--- config.mk ---
export PLATFORM = sky130hd
export DESIGN_NAME = alu_seq_core
export DESIGN_NICKNAME = d
export VERILOG_FILES = /design/src/rtl/alu_seq_core.sv
export SDC_FILE = /design/constraint.sdc
export NUM_CORES = 1
export LEC_CHECK = 0
export ABC_AREA = 1
export CORE_MARGIN = 3
export CORE_UTILIZATION = 40
export DETAILED_ROUTE_END_ITERATION = 8
export DONT_BUFFER_PORTS = 1
export PLACE_DENSITY_LB_ADDON = 0.25
export SLEW_MARGIN = 10
export SYNTH_ARGS = -nofsm -noshare
export SYNTH_HDL_FRONTEND = slang
export SYNTH_SLANG_ARGS = --single-unit
--- constraint.sdc ---
create_clock -name clk -period 8.19 [get_ports clk]
set_clock_uncertainty 0.15 [all_clocks]
set_input_delay 0.819 -clock clk [delete_from_list [all_inputs] [get_ports clk]]
set_output_delay 0.819 -clock clk [all_outputs]
set_load 0.005 [all_outputs]
--- src/rtl/alu_seq_core.sv ---
// Sequential ALU core: one-cycle arithmetic/logic ops plus iterative shift-add MUL and restoring DIV.
// Optional build macro ALU_FLAGS_EN adds the registered {Z,N,C,V} output out_flags.
module alu_seq_core #(
    parameter int WIDTH = 16,
    parameter int OPW   = 6,
    parameter int RAW   = 5
) (
    input  logic             clk,
    input  logic             rst_n,
    input  logic             in_valid,
    output logic             in_ready,
    input  logic [OPW-1:0]   in_op,
    input  logic [WIDTH-1:0] in_a,
    input  logic [WIDTH-1:0] in_b,
    input  logic [WIDTH-1:0] in_imm,
    input  logic [RAW-1:0]   in_rdst1,
    input  logic [RAW-1:0]   in_rdst2,
    output logic             out_valid,
    input  logic             out_ready,
    output logic [WIDTH-1:0] out_lo,
    output logic [WIDTH-1:0] out_hi,
    output logic [RAW-1:0]   out_rdst1,
    output logic [RAW-1:0]   out_rdst2,
    output logic             out_hi_we,
    output logic             out_illegal,
    output logic             out_dz
`ifdef ALU_FLAGS_EN
    ,
    output logic [3:0]       out_flags
`endif
);

    localparam int CW  = $clog2(WIDTH + 1);
    localparam int SHW = $clog2(WIDTH);
    localparam logic [CW-1:0] CNT_ONE  = CW'(1'b1);
    localparam logic [CW-1:0] CNT_INIT = CW'(WIDTH);

    localparam logic [OPW-1:0] OP_MOVI = OPW'(5'd0);
    localparam logic [OPW-1:0] OP_MOV  = OPW'(5'd1);
    localparam logic [OPW-1:0] OP_ADD  = OPW'(5'd4);
    localparam logic [OPW-1:0] OP_SUB  = OPW'(5'd5);
    localparam logic [OPW-1:0] OP_NEG  = OPW'(5'd6);
    localparam logic [OPW-1:0] OP_MUL  = OPW'(5'd7);
    localparam logic [OPW-1:0] OP_DIV  = OPW'(5'd8);
    localparam logic [OPW-1:0] OP_OR   = OPW'(5'd9);
    localparam logic [OPW-1:0] OP_XOR  = OPW'(5'd10);
    localparam logic [OPW-1:0] OP_NAND = OPW'(5'd11);
    localparam logic [OPW-1:0] OP_NOR  = OPW'(5'd12);
    localparam logic [OPW-1:0] OP_XNOR = OPW'(5'd13);
    localparam logic [OPW-1:0] OP_NOT  = OPW'(5'd14);
    localparam logic [OPW-1:0] OP_LLSH = OPW'(5'd15);
    localparam logic [OPW-1:0] OP_LRSH = OPW'(5'd16);

    typedef enum logic [1:0] {
        ST_IDLE = 2'd0,
        ST_EXEC = 2'd1,
        ST_DONE = 2'd2
    } state_t;

    state_t           state_r;
    state_t           state_nxt_s;
    logic             accept_s;
    logic             multi_s;

    logic [WIDTH-1:0] res_lo_s;
    logic [WIDTH-1:0] res_hi_s;
    logic             hi_we_s;
    logic             ill_s;
    logic             dz_s;
    logic             shift_ovf_s;
    logic [SHW-1:0]   sh_amt_s;

    logic [WIDTH-1:0] acc_hi_r;
    logic [WIDTH-1:0] acc_lo_r;
    logic [WIDTH-1:0] opa_r;
    logic             is_mul_r;
    logic [CW-1:0]    cnt_r;
    logic [WIDTH:0]   mul_sum_s;
    logic [WIDTH:0]   div_shift_s;
    logic             div_ge_s;
    logic [WIDTH-1:0] step_hi_s;
    logic [WIDTH-1:0] step_lo_s;

    logic             in_ready_r;
    logic             out_valid_r;
    logic [WIDTH-1:0] out_lo_r;
    logic [WIDTH-1:0] out_hi_r;
    logic [RAW-1:0]   out_rdst1_r;
    logic [RAW-1:0]   out_rdst2_r;
    logic             out_hi_we_r;
    logic             out_illegal_r;
    logic             out_dz_r;

    // Only MUL and a non-zero-divisor DIV need the iterative datapath
    assign multi_s     = (in_op == OP_MUL) || ((in_op == OP_DIV) && (in_a != {WIDTH{1'b0}}));
    assign shift_ovf_s = |in_a[WIDTH-1:SHW];
    assign sh_amt_s    = in_a[SHW-1:0];

    // State register
    always_ff @(posedge clk or negedge rst_n) begin
        if (!rst_n) begin
            state_r <= ST_IDLE;
        end else begin
            state_r <= state_nxt_s;
        end
    end

    // Next-state logic and accept strobe
    always_comb begin
        state_nxt_s = state_r;
        accept_s    = 1'b0;
        case (state_r)
            ST_IDLE: begin
                if (in_valid) begin
                    accept_s = 1'b1;
                    if (multi_s) begin
                        state_nxt_s = ST_EXEC;
                    end else begin
                        state_nxt_s = ST_DONE;
                    end
                end else begin
                    state_nxt_s = ST_IDLE;
                end
            end
            ST_EXEC: begin
                if (cnt_r == CNT_ONE) begin
                    state_nxt_s = ST_DONE;
                end else begin
                    state_nxt_s = ST_EXEC;
                end
            end
            ST_DONE: begin
                if (out_ready) begin
                    state_nxt_s = ST_IDLE;
                end else begin
                    state_nxt_s = ST_DONE;
                end
            end
            default: state_nxt_s = ST_IDLE;
        endcase
    end

    // Single-cycle result decode straight from the offered operands
    always_comb begin
        res_lo_s = {WIDTH{1'b0}};
        res_hi_s = {WIDTH{1'b0}};
        hi_we_s  = 1'b0;
        ill_s    = 1'b0;
        dz_s     = 1'b0;
        case (in_op)
            OP_MOVI: res_lo_s = in_imm;
            OP_MOV:  res_lo_s = in_a;
            OP_ADD:  res_lo_s = in_b + in_a;
            OP_SUB:  res_lo_s = in_b - in_a;
            OP_NEG:  res_lo_s = {WIDTH{1'b0}} - in_a;
            OP_MUL:  hi_we_s  = 1'b1;
            OP_DIV: begin
                hi_we_s = 1'b1;
                if (in_a == {WIDTH{1'b0}}) begin
                    res_lo_s = {WIDTH{1'b1}};
                    res_hi_s = in_b;
                    dz_s     = 1'b1;
                end else begin
                    dz_s     = 1'b0;
                end
            end
            OP_OR:   res_lo_s = in_b | in_a;
            OP_XOR:  res_lo_s = in_b ^ in_a;
            OP_NAND: res_lo_s = ~(in_b & in_a);
            OP_NOR:  res_lo_s = ~(in_b | in_a);
            OP_XNOR: res_lo_s = ~(in_b ^ in_a);
            OP_NOT:  res_lo_s = ~in_a;
            OP_LLSH: begin
                if (shift_ovf_s) begin
                    res_lo_s = {WIDTH{1'b0}};
                end else begin
                    res_lo_s = in_b << sh_amt_s;
                end
            end
            OP_LRSH: begin
                if (shift_ovf_s) begin
                    res_lo_s = {WIDTH{1'b0}};
                end else begin
                    res_lo_s = in_b >> sh_amt_s;
                end
            end
            default: ill_s = 1'b1;
        endcase
    end

    // One iteration step: acc_hi holds partial product / remainder, acc_lo the multiplier / quotient
    always_comb begin
        mul_sum_s   = {1'b0, acc_hi_r} + (acc_lo_r[0] ? {1'b0, opa_r} : {(WIDTH+1){1'b0}});
        div_shift_s = {acc_hi_r, acc_lo_r[WIDTH-1]};
        div_ge_s    = (div_shift_s >= {1'b0, opa_r});
        if (is_mul_r) begin
            step_hi_s = mul_sum_s[WIDTH:1];
            step_lo_s = {mul_sum_s[0], acc_lo_r[WIDTH-1:1]};
        end else if (div_ge_s) begin
            step_hi_s = WIDTH'(div_shift_s - {1'b0, opa_r});
            step_lo_s = {acc_lo_r[WIDTH-2:0], 1'b1};
        end else begin
            step_hi_s = div_shift_s[WIDTH-1:0];
            step_lo_s = {acc_lo_r[WIDTH-2:0], 1'b0};
        end
    end

    // Capture on accept, iterate in EXEC, register the result words and status
    always_ff @(posedge clk or negedge rst_n) begin
        if (!rst_n) begin
            in_ready_r    <= 1'b1;
            out_valid_r   <= 1'b0;
            out_lo_r      <= {WIDTH{1'b0}};
            out_hi_r      <= {WIDTH{1'b0}};
            out_rdst1_r   <= {RAW{1'b0}};
            out_rdst2_r   <= {RAW{1'b0}};
            out_hi_we_r   <= 1'b0;
            out_illegal_r <= 1'b0;
            out_dz_r      <= 1'b0;
            acc_hi_r      <= {WIDTH{1'b0}};
            acc_lo_r      <= {WIDTH{1'b0}};
            opa_r         <= {WIDTH{1'b0}};
            is_mul_r      <= 1'b0;
            cnt_r         <= {CW{1'b0}};
        end else begin
            in_ready_r  <= (state_nxt_s == ST_IDLE);
            out_valid_r <= (state_nxt_s == ST_DONE);
            if (accept_s) begin
                out_rdst1_r   <= in_rdst1;
                out_rdst2_r   <= in_rdst2;
                out_hi_we_r   <= hi_we_s;
                out_illegal_r <= ill_s;
                out_dz_r      <= dz_s;
                opa_r         <= in_a;
                is_mul_r      <= (in_op == OP_MUL);
                cnt_r         <= CNT_INIT;
                acc_hi_r      <= {WIDTH{1'b0}};
                acc_lo_r      <= in_b;
                if (!multi_s) begin
                    out_lo_r <= res_lo_s;
                    out_hi_r <= res_hi_s;
                end
            end else if (state_r == ST_EXEC) begin
                acc_hi_r <= step_hi_s;
                acc_lo_r <= step_lo_s;
                cnt_r    <= cnt_r - CNT_ONE;
                if (cnt_r == CNT_ONE) begin
                    out_lo_r <= step_lo_s;
                    out_hi_r <= step_hi_s;
                end
            end
        end
    end

    assign in_ready    = in_ready_r;
    assign out_valid   = out_valid_r;
    assign out_lo      = out_lo_r;
    assign out_hi      = out_hi_r;
    assign out_rdst1   = out_rdst1_r;
    assign out_rdst2   = out_rdst2_r;
    assign out_hi_we   = out_hi_we_r;
    assign out_illegal = out_illegal_r;
    assign out_dz      = out_dz_r;

`ifdef ALU_FLAGS_EN
    logic [3:0] out_flags_r;

    function automatic logic [3:0] calc_flags(input logic [OPW-1:0] op, input logic [WIDTH-1:0] a,
                                              input logic [WIDTH-1:0] b, input logic [WIDTH-1:0] lo,
                                              input logic [WIDTH-1:0] hi);
        logic [WIDTH:0] sum;
        logic           z;
        logic           n;
        logic           c;
        logic           v;
        sum = {1'b0, b} + {1'b0, a};
        z   = (lo == {WIDTH{1'b0}});
        n   = lo[WIDTH-1];
        c   = 1'b0;
        v   = 1'b0;
        case (op)
            OP_ADD: begin
                c = sum[WIDTH];
                v = (a[WIDTH-1] == b[WIDTH-1]) && (lo[WIDTH-1] != b[WIDTH-1]);
            end
            OP_SUB: begin
                c = (b >= a);
                v = (a[WIDTH-1] != b[WIDTH-1]) && (lo[WIDTH-1] != b[WIDTH-1]);
            end
            OP_NEG:  v = a[WIDTH-1] & lo[WIDTH-1];
            OP_MUL:  z = ({hi, lo} == {(2*WIDTH){1'b0}});
            default: c = 1'b0;
        endcase
        return {z, n, c, v};
    endfunction

    // Flags follow the result words onto the same edges
    always_ff @(posedge clk or negedge rst_n) begin
        if (!rst_n) begin
            out_flags_r <= 4'd0;
        end else if (accept_s && !multi_s) begin
            out_flags_r <= calc_flags(in_op, in_a, in_b, res_lo_s, res_hi_s);
        end else if ((state_r == ST_EXEC) && (cnt_r == CNT_ONE)) begin
            out_flags_r <= calc_flags(is_mul_r ? OP_MUL : OP_DIV, opa_r, acc_lo_r, step_lo_s, step_hi_s);
        end
    end

    assign out_flags = out_flags_r;
`endif

endmodule

==> metrics.md <==
| Metric | Value |
|---|---|
| Worst path bufs/invs | 3 |
| Slew HR | 0.240 |
| Startpoint types | flip-flop |
| DR iter-0 viols | 1386 |
| WP data arrival | 3510 ps |
| Share of power burned in registers | 0.305 |
| Clock buffer depth | 2 |
| Maximum clock frequency | 0.295 GHz |
| WP data required | 8310 ps |
| Largest net degree at the start of global routing | 93 |
| Tcrit/Tclk final | 0.414 |
| Vias/cell | 5.53 |
| Initial Util | 0.408 |
| Post-route cell area | 0.0123 mm² |
| WP depth | 14 |
| Final HPWL DP | 35100 µm |
| Avg Inst Size Synth | 5.81 µm² |
| DIE AREA | 0.0314 mm² |
| Vias in the first global route | 11.9k |
| CTS Buf Count | 9 |
| Ports | 115 |
| Routed wire length per instance | 19.1 µm |
| Distinct cell type count after synthesis | 47 |
| Fin worst setup slack | 4800 ps |
| Endpoints failing setup | 0 |
| GRT overflow | 0 |
| Syn Inst Count | 2021 |
| Core Footprint | 0.0288 mm² |
| Worst hold path class | input pin to async pin |
| Crit path top cell by count | nand3_1 |
| Post-Syn Area | 0.0117 mm² |
| First-pass DRT Iterations | 6 |
| Post-DRT Antenna Nets | 0 |
| Layout area overhead | 5.03% |
| Max incr delay on CP | 820 ps |
| Multi-input logic area | 0.00782 mm² |
| Asr flop ratio synth | 1.00 |
| Synth Register Bits | 103 |
| Number of max-cap violations | 0 |
| NumNets Final | 2134 |
| Max Slew Vio Count | 0 |
| Die Wd | 177 µm |
| Share of cells above drive strength 1 | 0.0308 |
| Placed Area | 0.0120 mm² |
| Root Buffer | clkbuf_16 |
| Clock Pin Slew Worst Setup and Hold Paths | 80 ps |
| Postcts setup bufs | 0 |
| Commonest non-fill, non-tap cell in the layout | nand2_1 |
| Net Sw Power | 1.47 mW |
| Tmin final | 3390 ps |
| Max rail drop VDD | 0.125 mV |
| CTS tree | done |
| FF-to-FF path depth | 14 |
| GRT Overall Usage | 0.278 |
| Yosys warns | 0 |
| PwrDens | 239 mW/mm² |
| Slowest-stage cell, CP | dfrtp_1 |
| Setup CP Type | flip-flop to flip-flop |
| Sink Count | 103 |
| Final Hold Vio Count | 0 |
| Most used DFF post-synth | dfrtp_1 |
| Pre-CTS setup slack | 4600 ps |
| Most frequent cells in the layout | 693 x nand2_1, 269 x inv_1, 212 x nor2_1, 186 x nand3_1, 145 x a21oi_1 |
| H-Tree Depth | 3 |
| Setup_tns | 0 ps |
| DRC errors left | 0 |
| Ant. Diodes | 0 |
| Post-synth EDFFs | 0 |
| Die height | 177 µm |
| Internal power | 1.48 mW |
| Worst slew pin tran | 1140 ps |
| Worst-skew pair later-pin latency | 350 ps |
| CP top delay family | flip-flops |
| Worst path cell trace | nand2_1 -> inv_1 -> ha_1 -> inv_1 -> fa_1 -> o21ai_0 -> nand3_1 -> nand3_1 -> nand2_1 -> nand3_1 -> nand2_1 -> inv_1 -> nand3_1 -> o21ai_0 |
| # rows | 62 |
| PortBufs | 0 |
| Sequential share of the synthesized area | 0.220 |
| Syn nets | 2179 |
| GPL Wtd Cong | 1.01 |
| Combinational share of power | 0.540 |
| RSZ-0062 raised after global routing | false |
| First-pass GRT wire length | 68000 µm |
| Status | finished clean |
| R2r setup slk | 4800 ps |
| Fin cells | 2365 |
| Clock network fraction of total power | 0.156 |
| Worst Path Max Fanout | 18 |
| Fill cell count | 3203 |
| Routed WL | 45200 µm |
| Initial antenna violation count | 0 |
| Leak Pwr | 6.71 nW |
| Register area | 0.00258 mm² |
| Vias | 13.1k |
| Cells after DPL | 2345 |
| Crit. End Element | flip-flop |
| Switching Fraction | 0.499 |
registers in the layout, summed over array words and instances, names as in the netlist:
name,count
out_rdst2,5
out_hi_we,1
cnt_r,5
out_dz,1
state_r,2
out_rdst1,5
is_mul_r,1
acc_lo_r,16
out_illegal,1
out_valid,1
opa_r,16
out_hi,16
out_lo,16
in_ready,1
acc_hi_r,16
layout make-up:
class	count	share of cell area
Clock inverter	7	0.00700
Multi-Input combinational cell	1573	0.634
Sequential cell	103	0.209
Inverter	279	0.0850
Clock buffer	9	0.0183
Timing Repair Buffer	10	0.00771
Tap cell	384	0.0390
synthesized netlist by cell type (8+ instances only):
library cell    n  area, µm²
a21oi_1       145        726
nand2_1       693       2600
a221o_1        13        130
inv_2           8       30.0
xnor2_1         8       70.1
o21ai_1         9       45.0
nor3_1         12       60.1
buf_1           9       33.8
dfrtp_1       102       2550
nand3b_1       12       90.1
o211ai_1       10       75.1
clkbuf_1       27        101
ha_1           86       1080
nand4_1        33        206
buf_2          21        105
inv_1         269       1010
nor2_1        213        800
o21ai_0        91        455
nand3_1       187        936
metrics by stage:
stage                     total power [mW]  utilization  hold slack (ps)
final                                 2.95        0.428             12.1
after global routing                  3.21        0.428             1.09
after CTS                             2.93        0.427             1.07
after detailed placement              2.46        0.416              345
after global placement                2.44        0.416              340
after floorplan                       2.05            -              308
worst paths after layout:
path / start / to
min in group clk: cnt_r[4] / cnt_r[4]
setup / recovery: acc_lo_r[0] / acc_hi_r[11]
setup reg to reg: acc_lo_r[0] / acc_hi_r[11]
hold / removal: rst_n / acc_lo_r[4]
max in group asynchronous: rst_n / cnt_r[0]
hold reg to reg: cnt_r[4] / cnt_r[4]
routing by layer:
metal  global-route usage  routed length [µm]  up-vias
met5                    0                   0        -
met4               0.0726                1100        0
met3               0.0524                3720       57
met2                0.443               20300      546
met1                0.388               20100     6090
li1                     -                   -     6382
power by group through the flow:
stage          Combinational [mW]  Clock, mW  Sequential, mW
2_1_floorplan                1.25          0           0.797
6_report                     1.59      0.458           0.898
5_1_grt                      1.80      0.487           0.919
3_3_place_gp                 1.53          0           0.907
3_5_place_dp                 1.55          0           0.906
4_1_cts                      1.56      0.466           0.898
cell families (layout without fill, tap and decap cells):
kind of cell,Yosys count,in the layout,share of synthesized area
XOR/XNOR,12,12,0.00895
adder cells (fa/ha/maj),90,90,0.0985
flip-flops,103,103,0.220
AND/OR/NAND/NOR,1178,1178,0.419
buffers and inverters,345,305,0.116
AO/OA/AOI/OAI,293,293,0.137
what timing repair did:
item / CTS / global route
resized for setup: 0 / 0
hold buffers: 1 / 3
endpoints found under the hold margin: 20 / 6
Power figures use the tool's default switching activity.
